### config.mk
export PLATFORM = sky130hd
export DESIGN_NAME = spi_rx_word_assembler_flat
export DESIGN_NICKNAME = d
export VERILOG_FILES = /design/src/rtl/spi_rx_word_assembler_if.sv /design/src/rtl/spi_rx_word_assembler.sv /design/src/flat_wrapper.sv
export SDC_FILE = /design/constraint.sdc
export NUM_CORES = 1
export LEC_CHECK = 0
export ABC_CLOCK_PERIOD_IN_PS = 5500
export CAP_MARGIN = 20
export CORE_AREA = 8 8 104 144
export CTS_BUF_LIST = sky130_fd_sc_hd__clkbuf_8
export CTS_CLUSTER_SIZE = 16
export DETAILED_ROUTE_END_ITERATION = 6
export DIE_AREA = 0 0 112 152
export MAX_ROUTING_LAYER = met4
export PLACE_DENSITY = 0.79
export SLEW_MARGIN = 10
export SYNTH_ARGS = -nofsm -noshare
export SYNTH_HDL_FRONTEND = slang
export SYNTH_SLANG_ARGS = --single-unit
### constraint.sdc
create_clock -name clk -period 5.5 [get_ports clk]
set_input_delay 1.1 -clock clk [delete_from_list [all_inputs] [get_ports clk]]
set_output_delay 1.1 -clock clk [all_outputs]
set_load 0.05 [all_outputs]
### src/rtl/spi_rx_word_assembler_if.sv
// Byte-in / word-out bus of the SPI receive word assembler.
// A word moves on every clk edge where word_valid and word_ready are both high; word_valid never waits on word_ready.
interface spi_rx_word_assembler_if #(
    parameter int WORD_WIDTH = 32,
    parameter int ADDR_W     = 2
);
    logic [7:0]            byte_data;
    logic                  byte_ready;
    logic                  cs;
    logic [WORD_WIDTH-1:0] word_data;
    logic                  word_partial;
    logic                  word_valid;
    logic                  word_ready;
    logic [ADDR_W:0]       fifo_count;
    logic                  overflow;
    logic                  clr_overflow;

    modport master (
        output byte_data, byte_ready, cs, word_ready, clr_overflow,
        input  word_data, word_partial, word_valid, fifo_count, overflow
    );

    modport slave (
        input  byte_data, byte_ready, cs, word_ready, clr_overflow,
        output word_data, word_partial, word_valid, fifo_count, overflow
    );
endinterface

### src/rtl/spi_rx_word_assembler.sv
// Packs SPI bytes MSB-first into words, flushes zero-padded tails at chip-select rise,
// and queues finished words in a show-ahead FIFO with a sticky overflow flag.
module spi_rx_word_assembler #(
    parameter int WORD_WIDTH = 32,
    parameter int FIFO_DEPTH = 4,
    parameter int ADDR_W     = 2
) (
    input logic                    clk,
    input logic                    rst,
    spi_rx_word_assembler_if.slave bus
);
    localparam int BYTES = WORD_WIDTH / 8;
    localparam int CNT_W = (BYTES > 1) ? $clog2(BYTES) : 1;
    localparam logic [CNT_W-1:0] LAST = CNT_W'(BYTES - 1);

    logic [CNT_W-1:0]      cnt;
    logic [WORD_WIDTH-1:0] shift;
    logic [WORD_WIDTH-1:0] merged;
    logic [WORD_WIDTH-1:0] push_word;
    logic                  cs_q;
    logic [WORD_WIDTH:0]   mem [FIFO_DEPTH];
    logic [WORD_WIDTH:0]   head;
    logic [ADDR_W:0]       wr_ptr;
    logic [ADDR_W:0]       rd_ptr;
    logic [ADDR_W:0]       count;
    logic                  overflow_q;
    logic                  accept, frame_end, word_done, push;
    logic                  full, empty, pop, wr_en, drop;

    // Incoming byte drops into the slot selected by the counter; earlier slots keep their bytes.
    always_comb begin
        merged = shift;
        for (int b = 0; b < BYTES; b++) begin
            if (cnt == CNT_W'(b)) begin
                merged[WORD_WIDTH-1-8*b -: 8] = bus.byte_data;
            end
        end
    end

    assign accept    = bus.byte_ready & ~bus.cs;
    assign frame_end = ~cs_q & bus.cs;
    assign word_done = accept & (cnt == LAST);
    assign push      = word_done | (frame_end & (cnt != '0));
    assign push_word = word_done ? merged : shift;

    assign count = wr_ptr - rd_ptr;
    assign full  = (count == (ADDR_W+1)'(FIFO_DEPTH));
    assign empty = (count == '0);
    assign pop   = ~empty & bus.word_ready;
    // A pop on the same edge frees the slot, so a push into a full FIFO still lands.
    assign wr_en = push & (~full | pop);
    assign drop  = push & full & ~pop;
    assign head  = mem[rd_ptr[ADDR_W-1:0]];

    assign bus.word_valid   = ~empty;
    assign bus.word_data    = empty ? '0 : head[WORD_WIDTH-1:0];
    assign bus.word_partial = ~empty & head[WORD_WIDTH];
    assign bus.fifo_count   = count;
    assign bus.overflow     = overflow_q;

    always_ff @(posedge clk or posedge rst) begin
        if (rst) begin
            cnt   <= '0;
            shift <= '0;
            cs_q  <= 1'b1;
        end else begin
            cs_q <= bus.cs;
            if (frame_end) begin
                cnt   <= '0;
                shift <= '0;
            end else if (accept) begin
                if (word_done) begin
                    cnt   <= '0;
                    shift <= '0;
                end else begin
                    cnt   <= cnt + 1'b1;
                    shift <= merged;
                end
            end
        end
    end

    always_ff @(posedge clk or posedge rst) begin
        if (rst) begin
            wr_ptr     <= '0;
            rd_ptr     <= '0;
            overflow_q <= 1'b0;
        end else begin
            if (wr_en) wr_ptr <= wr_ptr + 1'b1;
            if (pop)   rd_ptr <= rd_ptr + 1'b1;
            if (drop)
                overflow_q <= 1'b1;
            else if (bus.clr_overflow)
                overflow_q <= 1'b0;
        end
    end

    // Storage needs no reset: outputs are gated by the pointer-derived empty flag.
    always_ff @(posedge clk) begin
        if (wr_en) mem[wr_ptr[ADDR_W-1:0]] <= {frame_end, push_word};
    end
endmodule
### src/flat_wrapper.sv
// flat-port wrapper written by rule: the top's interface ports become plain ports
module spi_rx_word_assembler_flat 
#(
    parameter int WORD_WIDTH = 32,
    parameter int FIFO_DEPTH = 4,
    parameter int ADDR_W     = 2
)
  (clk, rst, bus_byte_data, bus_byte_ready, bus_cs, bus_word_ready, bus_clr_overflow, bus_word_data, bus_word_partial, bus_word_valid, bus_fifo_count, bus_overflow);
  spi_rx_word_assembler_if #(.WORD_WIDTH(WORD_WIDTH), .ADDR_W(ADDR_W)) bus_i ();
  input logic clk;
  input logic rst;
  input wire logic [$bits(bus_i.byte_data)-1:0] bus_byte_data;
  input wire logic [$bits(bus_i.byte_ready)-1:0] bus_byte_ready;
  input wire logic [$bits(bus_i.cs)-1:0] bus_cs;
  input wire logic [$bits(bus_i.word_ready)-1:0] bus_word_ready;
  input wire logic [$bits(bus_i.clr_overflow)-1:0] bus_clr_overflow;
  output wire logic [$bits(bus_i.word_data)-1:0] bus_word_data;
  output wire logic [$bits(bus_i.word_partial)-1:0] bus_word_partial;
  output wire logic [$bits(bus_i.word_valid)-1:0] bus_word_valid;
  output wire logic [$bits(bus_i.fifo_count)-1:0] bus_fifo_count;
  output wire logic [$bits(bus_i.overflow)-1:0] bus_overflow;
  assign bus_i.byte_data = bus_byte_data;
  assign bus_i.byte_ready = bus_byte_ready;
  assign bus_i.cs = bus_cs;
  assign bus_i.word_ready = bus_word_ready;
  assign bus_i.clr_overflow = bus_clr_overflow;
  assign bus_word_data = bus_i.word_data;
  assign bus_word_partial = bus_i.word_partial;
  assign bus_word_valid = bus_i.word_valid;
  assign bus_fifo_count = bus_i.fifo_count;
  assign bus_overflow = bus_i.overflow;
  spi_rx_word_assembler #(.WORD_WIDTH(WORD_WIDTH), .FIFO_DEPTH(FIFO_DEPTH), .ADDR_W(ADDR_W)) u_core (.clk(clk), .rst(rst), .bus(bus_i));
endmodule
# Word-level counts from Yosys, hierarchy flattened
# Memories as Yosys holds them, arrays and structs flattened.
# Cells that the tools add are included.
# classes
add_sub_neg	4
n_eq_ne	4
mux	16
n_bitwise	16
n_reduce_logical	5
# op_table
operator	count
32-bit two-way mux	5
8-bit two-way mux	4
1-bit bitwise AND	9
3-bit by 1-bit adder with 3-bit output (second input constant)	2
2-bit two-way mux	3
2-bit nonzero test	3
1-bit NOT	5
2-bit equality test (second input constant)	2
1-bit two-way mux	4
3-bit equality test (second input constant)	1
3-bit zero test	1
3-bit subtractor	1
2-bit by 1-bit adder with 2-bit output (second input constant)	1
2-bit by 1-bit equality test with 1-bit output (second input constant)	1
2-bit zero test	1
1-bit bitwise OR	2
# word_totals
reg_bits	42
ramBits	132
input_bits	14
output_inout_bits	38
word_cells	52
memories	1
# memory_table
memory	depth	word_bits	read_ports	rd_clocked_by_memory_dff	write_ports	line_no	rtl
u_core.mem	4	33	1	0	1	spi_rx_word_assembler.sv:21	logic [WORD_WIDTH:0] mem [FIFO_DEPTH];

# Logic depth before layout (Yosys ltp)
# logic_depth
depth_word	8
depth_mapped	8
mapped_depth_nobuf	7

# Least setup slack after synthesis
# No wires, ideal clock.
# synth_path
kind	reg2out
from	register u_core.wr_ptr[0]
to	output bus_word_data[10]
arrival_ps	2497
required_time_ps	4400
path_slack_ps	1903
stages_incl_launch_ff	9
path_buffers	1
path_cell_list	dfrtp_1 > inv_1 > ha_1 > fa_1 > xnor3_2 > inv_2 > nor2_2 > buf_2 > nor2b_1
# synth_via
elab_chain_len	3
# synth_rtl
element	line_no	rtl
start, declared	spi_rx_word_assembler.sv:23	logic [ADDR_W:0] wr_ptr;
start signal, assigned	spi_rx_word_assembler.sv:89	if (wr_en) wr_ptr <= wr_ptr + 1'b1;
3-bit subtractor	spi_rx_word_assembler.sv:46	assign count = wr_ptr - rd_ptr;
named net bus_fifo_count[2]	flat_wrapper.sv:20	output wire logic [$bits(bus_i.fifo_count)-1:0] bus_fifo_count;
3-bit zero test	spi_rx_word_assembler.sv:48	assign empty = (count == '0);
32-bit two-way mux	spi_rx_word_assembler.sv:56	assign bus.word_data = empty ? '0 : head[WORD_WIDTH-1:0];
end, declared	flat_wrapper.sv:17	output wire logic [$bits(bus_i.word_data)-1:0] bus_word_data;
# The timed path passes the listed nets, and every way through them passes these cells.

# Worst setup path after layout
# layout_path
from	register u_core.wr_ptr[0]
to	output bus_word_data[2]
# layout_via
elab_chain_len	3
# layout_rtl
element	line_no
3-bit subtractor	spi_rx_word_assembler.sv:46
3-bit zero test	spi_rx_word_assembler.sv:48
32-bit two-way mux	spi_rx_word_assembler.sv:56
# No other way between the ends.

==> flow_summary.yaml <==
outcome:
  status: "completed"
cells_and_area:
  fin_nets: 466
  stdcell_count: 607
  area_growth_pct: 14.31
  n_antenna_cell: 0
  layout-drive-gt1-share_pct: 25.55
cts:
  numCtsBuffers: 17
  cts_buffer_depth: 2
  postCtsSetupBuffers: 0
  root_buffer: "clkbuf_8"
  postCtsResizedCells: 0
  path_clk_slew_ns: 0.09
  clock_sinks: 174
  tritoncts: "yes"
  htree_levels: 4
  clk_latency_ns: 0.45
  ctsHoldBuffers: 0
timing:
  min_period_ns: 4.792
  worst_slew_pin_slew_ns: 0.9303
  rsz0062_at_grt: "no"
  slew_violations: 0
  fin_crit_sh_pct: 87.14
  setup_viol: 0
  fin_setup_tns_ns: 0
  timing.fmax_mhz: 208.7
  relSlewSlack_pct: 37.98
  skew_ns: 0.009843
  hold_viol: 0
  fin_ws_ns: 0.7076
routing:
  drt-pass1-iter-count: 7
  vias: 3569
  wirelength_um: 13180
  ant_nets: 0
  avgViaCountPerCell: 5.880
  drtIter0Drc: 154
  wire_per_inst_um: 21.71
  route.detailed.drc: 0
worst_setup_path:
  cp_num_buf_inv: 4
  rrSetupSlack_ns: 2.77
  cp_slowest_stage_delay_ns: 0.71
  crit_type: "register to output pin"
  path_delay_family: "buffers and inverters"
  worstPathCellList: "inv_1, ha_1, fa_1, xnor3_2, inv_2, nor2_2, buf_4, nor2b_1, clkdlybuf4s50_1"
  end_kind: "output pin"
  cp-start-kind: "register"
  crit_required_ns: 4.40
  critical_path_arrival_ns: 3.69
  critical_path.max_fanout: 18
  cp_slowest_cell: "clkdlybuf4s50_1"
synth:
  synth_async_sr_flop_share_pct: 24.14
  synth_edf_count: 132
  synthSimpleGateAreaFrac_pct: 5.486
  synth_compound_area_share_pct: 3.931
  syn-cell-area_um2: 7162
  synthTopCellsByArea: "edfxtp_1 55%, dfrtp_1 14%, mux4_2 10%"
  synth_xor_area_share_pct: 0.8211
  ys_ff_latch: 174
  syn-num-nets: 408
  seq_area_frac_synth_pct: 70.04
  yosysWarnings: 0
  synth_ff_type: "edfxtp_1"
  synth_cell_types: 35
  syn_area_per_cell_um2: 18.70
  synth_top_cell_area_share_pct: 55.35
  yosys.area_share.adder_pct: 2.027
  synth_top_family_by_area: "multiplexers"
  syn-instance-count: 383
  synth.mux.area_fraction_pct: 15.93
  netlist.top_cell.by_area: "edfxtp_1"
global_route:
  grt.total_usage_pct: 16.55
  grt_pass1_wl_um: 20900
  overflow: 0
  grt_pass1_vias: 3860
  grt_max_degree: 43
  antenna_found_initial: 0
floorplanning:
  die_h_um: 152
  rows: 49
  core_um2: 12750
  die_x_um: 112
  start_util_pct: 56.16
  io_pins: 52
  dieArea_um2: 17020
hold_path:
  min-delay-path-class: "register to register"
placed_design:
  dp_cells: 575
  pre_cts_slack_ns: 1.160
  place_congestion: 0.7443
  dpl.hpwl_um: 7994
  port_buffers: 51
job:
  cap_violations: 0
## cell type report
cell class                 count  area [um^2]
fill                         916         4566
clock inverter                15        135.1
timing repair buffer          56        548.0
sequential                   174         5017
clock buffer                  17        234.0
multi-input combinational    181         2019
inverter                      11        41.29
tap                          153        191.4
## final timing paths
kind | startpoint | endpoint | cells after the start
min in group asynchronous | rst | u_core.shift[1] | 3
setup / recovery | u_core.wr_ptr[0] | bus_word_data[2] | 9
setup reg to reg | u_core.cnt[0] | u_core.mem[2][4] | 4
max in group asynchronous | rst | u_core.rd_ptr[0] | 3
hold reg to reg | u_core.shift[1] | u_core.shift[1] | 1
hold / removal | u_core.shift[1] | u_core.shift[1] | 1
## per-layer routing
layer	global-route usage, %	vias to the layer above	share of wire [%]
met5	-	-	0
met4	6.516	0	1.9
met3	3.253	17	4.9
met2	28.03	94	53
met1	19.03	1859	40
li1	-	1599	-
## through the flow
step / utilization (%) / area (um^2) / hold slack, ns
after CTS: 64.20 / 8187 / 0.4925
final: 64.20 / 8187 / 0.4881
after global placement: 61.30 / 7818 / 0.4644
after global routing: 64.20 / 8187 / 0.5100
after floorplan: - / 7162 / 0.4482
after detailed placement: 61.30 / 7818 / 0.4716
## cell usage after synthesis (2+ instances only)
library cell,number
or2_2,3
a21oi_1,3
edfxtp_1,132
inv_1,10
ha_1,10
nor2_1,3
mux2_2,34
nor3b_1,2
dfrtp_1,41
and2_2,3
a22o_1,25
clkbuf_1,6
nand2_1,4
mux4_2,33
xnor2_1,4
buf_2,7
and2_1,11
nor2b_1,35
## kinds of logic after synthesis
family,count (synthesis)
mux,68
xor+xnor,5
flops,174
compound gates,33
fa+ha+maj,11
buf+inv,28
simple gates,64
## cells in the final DEF (no fill, tap or decap), types with 10 or more instances in the layout
cell / instances
mux2_2: 34
a22o_1: 25
mux4_2: 33
ha_1: 10
dfrtp_1: 40
inv_1: 10
nor2b_1: 35
edfxtp_1: 132
and2_1: 11
clkbuf_8: 17
clkdlybuf4s50_1: 51
## flip-flops by register name, summed over array words and instances, names as in the netlist
name,flops
u_core.shift,32
u_core.rd_ptr,3
u_core.cs_q,1
u_core.bus.overflow,1
u_core.mem,132
u_core.cnt,2
u_core.wr_ptr,3
Power is not shown: default switching activity piles up to over one toggle a cycle in this logic, so the estimate is an artifact.
